## src/rtl/pll_reset_sequencer_pkg.sv

```systemverilog
// Shared definitions for the board-level PLL reset sequencer.
//  - S_PLLRST..S_FAIL : 3-bit state encodings
//  - seq_out_t        : the four 1-bit sequencer outputs as one struct
//  - decode_state()   : Moore output decode of a state code
package pll_reset_sequencer_pkg;

  localparam logic [2:0] S_PLLRST   = 3'd0;
  localparam logic [2:0] S_WAITLOCK = 3'd1;
  localparam logic [2:0] S_SETTLE   = 3'd2;
  localparam logic [2:0] S_RUN      = 3'd3;
  localparam logic [2:0] S_FAIL     = 3'd4;

  typedef struct packed {
    logic pll_areset;
    logic soc_reset;
    logic seq_ready;
    logic seq_fail;
  } seq_out_t;

  // Unknown codes decode like PLLRST so that the PLL and SoC stay in reset.
  function automatic seq_out_t decode_state(input logic [2:0] s);
    seq_out_t o;
    o = '{pll_areset: 1'b1, soc_reset: 1'b1, seq_ready: 1'b0, seq_fail: 1'b0};
    case (s)
      S_WAITLOCK, S_SETTLE: o.pll_areset = 1'b0;
      S_RUN: begin
        o.pll_areset = 1'b0;
        o.soc_reset  = 1'b0;
        o.seq_ready  = 1'b1;
      end
      S_FAIL:  o.seq_fail = 1'b1;
      default: ;
    endcase
    return o;
  endfunction

endpackage

```

## src/rtl/btn_debounce.sv

```systemverilog
// User button synchroniser and debouncer.
//  clk     in  board clock (CLK12M)
//  reset   in  synchronous, active-high
//  btn_n   in  raw button, active-low, asynchronous to clk
//  press   out 1-cycle pulse when the debounced button goes from released to pressed
// The debounced level only follows the synchronised input after it has differed
// for DEBOUNCE_CYCLES consecutive cycles; any agreeing cycle restarts the count.
module btn_debounce #(
  parameter int DEBOUNCE_CYCLES = 120000
) (
  input  logic clk,
  input  logic reset,
  input  logic btn_n,
  output logic press
);

  localparam int DW = (DEBOUNCE_CYCLES > 1) ? $clog2(DEBOUNCE_CYCLES) : 1;
  localparam logic [DW-1:0] CNT_LAST = DW'(DEBOUNCE_CYCLES - 1);

  logic          btn_m;
  logic          btn_s;
  logic          btn_stable;
  logic [DW-1:0] cnt;

  always_ff @(posedge clk) begin
    if (reset) begin
      btn_m      <= 1'b1;
      btn_s      <= 1'b1;
      btn_stable <= 1'b1;
      cnt        <= '0;
      press      <= 1'b0;
    end else begin
      btn_m <= btn_n;
      btn_s <= btn_m;
      press <= 1'b0;
      if (btn_s == btn_stable) begin
        cnt <= '0;
      end else if (cnt == CNT_LAST) begin
        btn_stable <= btn_s;
        cnt        <= '0;
        // Only a fall of the stable level (button pressed) is an event.
        press      <= btn_stable & ~btn_s;
      end else begin
        cnt <= cnt + DW'(1);
      end
    end
  end

endmodule

```

## src/rtl/pll_reset_sequencer.sv

```systemverilog
// Board-level reset/PLL controller running on the raw board clock.
// Pulses the PLL areset, waits for lock with a timeout and bounded retries,
// requires lock to hold for a settle period, then releases soc_reset.
//  clk          in   board clock (CLK12M)
//  reset        in   synchronous, active-high
//  btn_n        in   raw user button, active-low, asynchronous
//  pll_locked   in   PLL lock, asynchronous
//  pll_areset   out  PLL reset, active-high
//  soc_reset    out  SoC reset request, active-high
//  seq_ready    out  1 while in RUN
//  seq_fail     out  1 while in FAIL
//  retry_count  out  lock timeouts seen in the current sequence
module pll_reset_sequencer
  import pll_reset_sequencer_pkg::*;
#(
  parameter int PLL_RST_CYCLES  = 16,
  parameter int LOCK_TIMEOUT    = 12000,
  parameter int SETTLE_CYCLES   = 1200,
  parameter int DEBOUNCE_CYCLES = 120000,
  parameter int MAX_RETRY       = 3,
  parameter int CNT_W           = 17,
  parameter int RETRY_W         = 2
) (
  input  logic               clk,
  input  logic               reset,
  input  logic               btn_n,
  input  logic               pll_locked,
  output logic               pll_areset,
  output logic               soc_reset,
  output logic               seq_ready,
  output logic               seq_fail,
  output logic [RETRY_W-1:0] retry_count
);

  localparam logic [CNT_W-1:0]   T_RST    = CNT_W'(PLL_RST_CYCLES - 1);
  localparam logic [CNT_W-1:0]   T_LOCK   = CNT_W'(LOCK_TIMEOUT - 1);
  localparam logic [CNT_W-1:0]   T_SETTLE = CNT_W'(SETTLE_CYCLES - 1);
  localparam logic [RETRY_W-1:0] R_MAX    = RETRY_W'(MAX_RETRY);

  logic               press;
  logic               lock_m;
  logic               lock_s;
  logic [2:0]         state;
  logic [2:0]         state_nxt;
  logic [CNT_W-1:0]   timer;
  logic [CNT_W-1:0]   timer_nxt;
  logic [RETRY_W-1:0] retry_nxt;
  seq_out_t           out_nxt;

  btn_debounce #(.DEBOUNCE_CYCLES(DEBOUNCE_CYCLES)) u_btn (
    .clk   (clk),
    .reset (reset),
    .btn_n (btn_n),
    .press (press)
  );

  // Priority: press > lock loss > timer expiry (reset handled in the register).
  always_comb begin
    state_nxt = state;
    retry_nxt = retry_count;
    timer_nxt = (timer == '1) ? timer : timer + CNT_W'(1);
    if (press) begin
      state_nxt = S_PLLRST;
      retry_nxt = '0;
    end else begin
      case (state)
        S_PLLRST: if (timer == T_RST) state_nxt = S_WAITLOCK;
        S_WAITLOCK: begin
          if (lock_s) begin
            state_nxt = S_SETTLE;
          end else if (timer == T_LOCK) begin
            if (retry_count == R_MAX) begin
              state_nxt = S_FAIL;
            end else begin
              retry_nxt = retry_count + RETRY_W'(1);
              state_nxt = S_PLLRST;
            end
          end
        end
        S_SETTLE: begin
          if (!lock_s) begin
            state_nxt = S_PLLRST;
          end else if (timer == T_SETTLE) begin
            state_nxt = S_RUN;
            retry_nxt = '0;
          end
        end
        S_RUN:   if (!lock_s) state_nxt = S_PLLRST;
        S_FAIL:  ;
        default: state_nxt = S_PLLRST;
      endcase
    end
    // A press while already in PLLRST restarts the areset pulse too.
    if (press || (state_nxt != state)) timer_nxt = '0;
    out_nxt = decode_state(state_nxt);
  end

  // Outputs are decoded from the next state so they change on the same edge
  // as the state register and come straight from flops.
  always_ff @(posedge clk) begin
    if (reset) begin
      lock_m      <= 1'b0;
      lock_s      <= 1'b0;
      state       <= S_PLLRST;
      timer       <= '0;
      retry_count <= '0;
      pll_areset  <= 1'b1;
      soc_reset   <= 1'b1;
      seq_ready   <= 1'b0;
      seq_fail    <= 1'b0;
    end else begin
      lock_m      <= pll_locked;
      lock_s      <= lock_m;
      state       <= state_nxt;
      timer       <= timer_nxt;
      retry_count <= retry_nxt;
      pll_areset  <= out_nxt.pll_areset;
      soc_reset   <= out_nxt.soc_reset;
      seq_ready   <= out_nxt.seq_ready;
      seq_fail    <= out_nxt.seq_fail;
    end
  end

endmodule

```

## config.mk

```make
export PLATFORM = sky130hd
export DESIGN_NAME = pll_reset_sequencer
export DESIGN_NICKNAME = d
export VERILOG_FILES = /design/src/rtl/pll_reset_sequencer_pkg.sv /design/src/rtl/btn_debounce.sv /design/src/rtl/pll_reset_sequencer.sv
export SDC_FILE = /design/constraint.sdc
export NUM_CORES = 1
export LEC_CHECK = 0
export ABC_AREA = 1
export BUFFER_PORTS_ARGS = -buffer_cell sky130_fd_sc_hd__buf_2
export CAP_MARGIN = 0
export CORE_UTILIZATION = 38
export CTS_BUF_LIST = sky130_fd_sc_hd__clkbuf_16
export CTS_CLUSTER_SIZE = 14
export DETAILED_ROUTE_END_ITERATION = 6
export GPL_TIMING_DRIVEN = 0
export PLACE_DENSITY_LB_ADDON = 0.15
export SYNTH_ARGS = -nofsm -noshare
export SYNTH_HDL_FRONTEND = slang
export SYNTH_SLANG_ARGS = --single-unit
```

## constraint.sdc

```tcl
create_clock -name clk -period 3.1 [get_ports clk]
set_input_delay 0.31 -clock clk [delete_from_list [all_inputs] [get_ports clk]]
set_output_delay 0.31 -clock clk [all_outputs]
set_load 0.01 [all_outputs]
```

==> key figures, run 1 <==
Timing
  • Min cycle time layout: roughly 2500 ps
  • Unrepaired setup endpoints after global routing: false
  • Hold Vio Cnt, Final: 0
  • Final setup fails: 0
  • Final TNS setup: 0 ps
  • Slew Limit Fails: 0
  • Rel. slew slack: 0.6879
  • Worst-margin pin slew: around 470 ps
  • Tcrit/Tclk final: 0.8179
  • Max Clk Rate: 0.3944 GHz
  • Clk_skew: between 3 and 4 ps

Logic synthesis
  • Post-Synth Simple-Gate Area: 0.3712
  • Synth Area in XOR/XNOR: 0.06906
  • Seq cells post-synth: 49
  • Mapped Area: about 0.0024 mm²
  • Top cell type by total area after synthesis: dfxtp_1
  • Post-synthesis adder-cell area fraction: 0.02596
  • Share of the synthesized area in the top cell type: 0.4071
  • Synth cell types: 33
  • Most frequent cells after synthesis: nand2_1 (63), nor2_1 (56), dfxtp_1 (49)
  • Largest family of logic cells by synthesized area: simple AND/OR/NAND/NOR gates
  • Post-synthesis mux area share: 0
  • Main synth FF type: dfxtp_1
  • Post-synth EDFFs: 0
  • Syn_nets: around 340
  • Seq/Total Area, Yosys: 0.4071
  • Largest cells by area after synthesis: dfxtp_1 (41%), nand2_1 (9.8%), nor2_1 (8.7%), inv_1 (7.5%), xor2_1 (4.7%)
  • Post-Synthesis Cells: 332
  • Post-synthesis async set-or-reset flop share: 0
  • Count leader, synth: nand2_1
  • Avg Cell Area, Syn: 7.258 µm²
  • Synth warnings: 0
  • Synth Area in Compound Gates: 0.03634

Floorplan
  • Placeable core area: 0.006026 mm²
  • Number of I/O pins: 10
  • Die Ht: around 80 µm
  • Area of the die: 0.006664 mm²
  • Chip Width: 81.64 µm
  • Initial Utilization: 0.3999
  • Row count: 28

Power
  • Pint: 941.0 µW
  • Switching Fraction: 0.2084
  • Comb power frac: 0.027
  • Clock group share of total power: 0.434
  • Sw power: 247.8 µW
  • Leak pwr: 0.001090 µW
  • PD cells: 442.3 mW/mm²
  • Worst vdd ir: ~0.26 mV
  • Seq pwr share: 0.538

Routing
  • Via count of the routed design: slightly below 2000
  • Initial DRC count: 73
  • Number of remaining DRC errors: 0
  • Vias per cell: 4.535
  • Final ANT Viol Nets: 0
  • Pre-Repair DR Iteration Count: 4
  • Wire length per cell: 9.807 µm
  • Final wirelength: 4158 µm

Clocking
  • Post_cts resized: 0
  • Clk slew on worst S/H paths: 60 ps
  • Max Root-Sink Buffers: 2
  • CTS tree: built
  • CTS H-tree depth: 2
  • # clock sinks: 49
  • Hold buffer count at CTS: 0
  • Root Buffer: clkbuf_16
  • Inserted Clock Buffers: 5
  • Skew-Pair Late Insertion Delay: 280 ps
  • Postcts setup bufs: 0

Placed design
  • Port bufs: 9
  • Detail Placement HPWL: 3237 µm
  • Final Wtd Congestion: 0.7662

Critical path
  • Crit-path leading delay family: simple AND/OR/NAND/NOR gates
  • Worst-path fanout max: 8
  • Crit-path slowest cell: dfxtp_1
  • Crit Path Class: reg2reg
  • Cell Chain, Critical Path: ha_1 > nand3_1 > inv_1 > nand4_1 > nor4_1 > ha_1 > buf_2 > nor2_2 > inv_1 > nor3_2 > nand4_1 > nor3_1 > xor2_1 > nor2_2
  • Max incr delay on CP: approximately 340 ps
  • Crit end category: register
  • Critical path data required time: 3280 ps
  • Bufs and invs on worst path: 3
  • Worst setup SP type: register
  • CP arrival: 2720 ps

Finish
  • Final core occ: 0.4460
  • Syn-to-layout area delta: 11.53%
  • Number of nets in the layout: 357
  • Diode count: 0
  • Layout cells sized above 1: 0.1519

Global routing
  • Initial antenna violation count: 0
  • Grt ovf: 0
  • Vias in the first global route: 1823
  • Total track usage: 0.1415
  • First-pass GRT wire length: approximately 7300 µm
  • Largest net degree at the start of global routing: 15

Job
  • Max-cap violations: 0

Run status
  • Status: complete, no violations

Worst hold path
  • HP Class: in2reg
==> registers in the layout (all words and copies together) (netlist names), 2 cells and up <==
register     cells
state            3
timer           17
retry_count      2
u_btn.cnt       17
==> placed cells by master (no fill, tap or decap), types with 4 or more instances in the layout <==
| cell type | count |
|---|---|
| a21oi_1 | 7 |
| dfxtp_1 | 49 |
| buf_2 | 12 |
| or2_2 | 5 |
| nand2_1 | 63 |
| ha_1 | 5 |
| nor3_1 | 5 |
| clkbuf_16 | 5 |
| xor2_1 | 13 |
| nor2_2 | 15 |
| xnor2_1 | 6 |
| nor2_1 | 56 |
| inv_1 | 49 |
| nand4_1 | 10 |
| o21ai_0 | 4 |
| nand2_2 | 4 |
| nand3_1 | 18 |
==> through the flow <==
stage	instances	power, µW	setup slack (ps)	hold WS (ps)	area, µm²
2_1_floorplan	332	679.0	920.2	388.3	2410
3_3_place_gp	416	686.6	617.4	392.8	2549
3_5_place_dp	416	687.5	578.8	398.4	2549
4_1_cts	424	1211	558.6	201.3	2688
5_1_grt	424	1234	349.0	206.6	2688
6_report	424	1189	564.5	204.5	2688
==> logic make-up after synthesis <==
group           count (synthesis)
compound gates                 16
xor+xnor                       19
fa+ha+maj                       5
buf+inv                        55
flops                          49
simple gates                  188
==> final timing paths <==
path | startpoint | to | slack, ps | cells past startpoint
worst min-delay path | btn_n | u_btn.btn_m | 200 | 2
worst min register to register | lock_m | lock_s | 410 | 2
worst max register to register | timer[0] | timer[14] | 560 | 14
worst max-delay path | timer[0] | timer[14] | 560 | 14
==> power by group through the flow <==
stage / Combinational [µW] / Clock (µW) / Sequential [µW]
2_1_floorplan: 25.9 / 0 / 653
3_3_place_gp: 32.8 / 0 / 654
3_5_place_dp: 33.5 / 0 / 654
4_1_cts: 33.7 / 538 / 640
5_1_grt: 37.6 / 557 / 640
6_report: 32.5 / 516 / 640
==> layout make-up <==
cell class / count / area [µm²]
multi-input combinational: 228 / 1211
timing repair buffer: 9 / 45.04
fill: 622 / 3338
inverter: 50 / 187.7
clock inverter: 3 / 13.76
sequential: 49 / 980.9
tap: 75 / 93.84
buffer: 5 / 30.03
clock buffer: 5 / 125.1
==> layer usage <==
layer | up-vias | part of all wire | GRT usage
li1 | 1061 | - | -
met2 | 13 | 0.49 | 0.2633
met5 | - | 0 | 0
met4 | 0 | 0.0067 | 0.02632
met3 | 6 | 0.029 | 0.04667
met1 | 843 | 0.48 | 0.1562
(Power assumes the default switching activity.)
==> inputs of run 2 (changes only) <==
==> constraint.sdc (replaced) <==
create_clock -name clk -period 2.2 [get_ports clk]
set_input_delay 0.22 -clock clk [delete_from_list [all_inputs] [get_ports clk]]
set_output_delay 0.22 -clock clk [all_outputs]
set_load 0.01 [all_outputs]
==> run 2 against run 1 <==
  * Clock-buffer cell count did not move
  * Critical endpoint is now timer[15]
  * Clock skew barely moved
  * Cell count rose by 1.9%
  * Clock power rose by 41%
  * Critical path depth fell by 1
  * Non-clock buffer count rose by 8
==> key figures, run 2 (synthesized netlist as in run 1, its figures left out) <==
Timing
  • Slew Limit Fails: 0
  • Setup slack after layout: 119.0 ps
  • Tcrit/Tclk final: 0.9459
  • Unrepaired setup endpoints after global routing: true
  • Final setup fails: 0
  • Min cycle time layout: 2081 ps
  • Hold Vio Cnt, Final: 0
  • Rel. slew slack: 0.6879
  • Worst-margin pin slew: 468.1 ps
  • Max Clk Rate: just under 0.5 GHz
  • Clk_skew: roughly 3.7 ps

Clocking
  • # clock sinks: 49
  • Skew-Pair Late Insertion Delay: 290 ps
  • Inserted Clock Buffers: 5
  • Hold buffer count at CTS: 0
  • CTS H-tree depth: 2
  • CTS tree: built
  • Max Root-Sink Buffers: 2
  • Root Buffer: clkbuf_16
  • Clk slew on worst S/H paths: ~60 ps

Critical path
  • Crit Path Class: reg2reg
  • CP arrival: 2260 ps
  • Worst-path fanout max: 3
  • Worst setup SP type: register
  • Setup crit start: timer[1]
  • Worst reg2reg path depth: 13
  • Critical path data required time: 2380 ps
  • Crit end category: register
  • Internal reg-to-reg setup slack: 120 ps
  • Worst r2r src: timer[1]
  • R2r endpoint: timer[15]
  • Critical Path Sink: timer[15]

Worst hold path
  • HP Class: in2reg

Power
  • Total Power: 1683 µW
  • PD cells: between 500 and 600 mW/mm²
  • Leak pwr: 0.001148 µW
  • Worst vdd ir: 0.3625 mV

Placed design
  • Setup Slack @ Placement: -321.2 ps
  • Port bufs: 9
  • Final Wtd Congestion: 0.7662
  • Detail Placement HPWL: ~3200 µm
  • Placed inst area: 0.002549 mm²

Floorplan
  • Initial Utilization: 0.3999
  • Number of I/O pins: 10
  • Die Ht: 81.64 µm
  • Area of the die: 0.006664 mm²
  • Placeable core area: around 0.006 mm²
  • Row count: 28
  • Chip Width: around 80 µm

Global routing
  • Total track usage: 0.1479
  • Initial antenna violation count: 0
  • Grt ovf: 0
  • First-pass GRT wire length: about 7600 µm
  • Vias in the first global route: 1874
  • Largest net degree at the start of global routing: 15

Finish
  • Area of the multi-input gates: 0.001276 mm²
  • Syn-to-layout area delta: 17.29%
  • Most common cell after layout, fill and taps aside: nand2_1
  • Top Registers: timer x17, u_btn.cnt x17, state x3
  • Fillers: 611
  • Layout cells sized above 1: 0.2129
  • Number of nets in the layout: 365
  • Register Area: 989.7 µm²
  • Final Cell Area: 0.002826 mm²
  • Diode count: 0
  • Most frequent cells in the layout: nand2_1 (63), nor2_1 (55), inv_1 (47)

Routing
  • Initial DRC count: 71
  • Number of remaining DRC errors: 0
  • Via count of the routed design: 1969
  • Pre-Repair DR Iteration Count: 4
  • Wire length per cell: 10.05 µm
  • Final wirelength: 4341 µm
  • Final ANT Viol Nets: 0
  • Vias per cell: 4.558

Job
  • Max-cap violations: 0

Run status
  • Status: complete, no violations
run 2: stage by stage:
step	setup TNS (ps)	instances	hold WS, ps	utilization
after CTS	0	430	111.3	0.4647
after floorplan	0	332	323.8	-
final	0	432	113.6	0.4691
after detailed placement	-1317	416	398.4	0.4230
after global placement	-1020	416	392.8	0.4230
after global routing	-85.98	432	116.6	0.4691
run 2: layout make-up:
type | count | area share
plain buffers | 4 | 0.009739
clock buffers | 5 | 0.04427
clock inverters | 3 | 0.004869
inverters | 50 | 0.06640
multi-input cells | 228 | 0.4515
flip-flops and latches | 49 | 0.3502
well taps | 75 | 0.03320
repair buffers | 18 | 0.03984
run 2: metal layers:
| layer | vias to the layer above | part of all wire | GRT usage |
|---|---|---|---|
| met3 | 7 | 0.031 | 0.04889 |
| met5 | - | 0 | 0 |
| met1 | 866 | 0.47 | 0.1647 |
| li1 | 1077 | - | - |
| met2 | 19 | 0.49 | 0.2725 |
| met4 | 0 | 0.0078 | 0.02982 |
run 2: worst min-delay path by stage:
stage	startpoint	to	depth (start not counted)
5_1_grt	btn_n	u_btn.btn_m	2
2_1_floorplan	btn_n	u_btn.btn_m	1
4_1_cts	btn_n	u_btn.btn_m	2
6_report	btn_n	u_btn.btn_m	2
3_3_place_gp	u_btn.btn_m	u_btn.btn_s	1
3_5_place_dp	u_btn.btn_m	u_btn.btn_s	1
run 2: power by group:
part	total (µW)	leakage [µW]	internal, µW	switching [µW]
sequential	904	0.000399	896	7.46
combinational	53.1	0.000674	21.8	31.3
clock	726	0.0000748	413	313
run 2: timing repair:
item | CTS | global route
setup endpoints to repair | 9 | 6
setup buffers | 7 | 2
resized for setup | 18 | 3
gates cloned | 0 | 0
pin swaps | 15 | 6
run 2: worst max-delay path, cell delays in order, from the launching register on:
cell and delay [ps]:
dfxtp_2 350, ha_4 150, nand3_4 80, inv_2 70, nand4_1 110, nor4_2 240
ha_2 310, nor3_4 60, nand3_2 110, nor2_4 50, nand3b_1 150, nor2_2 50
xor2_1 190, nor2_2 40
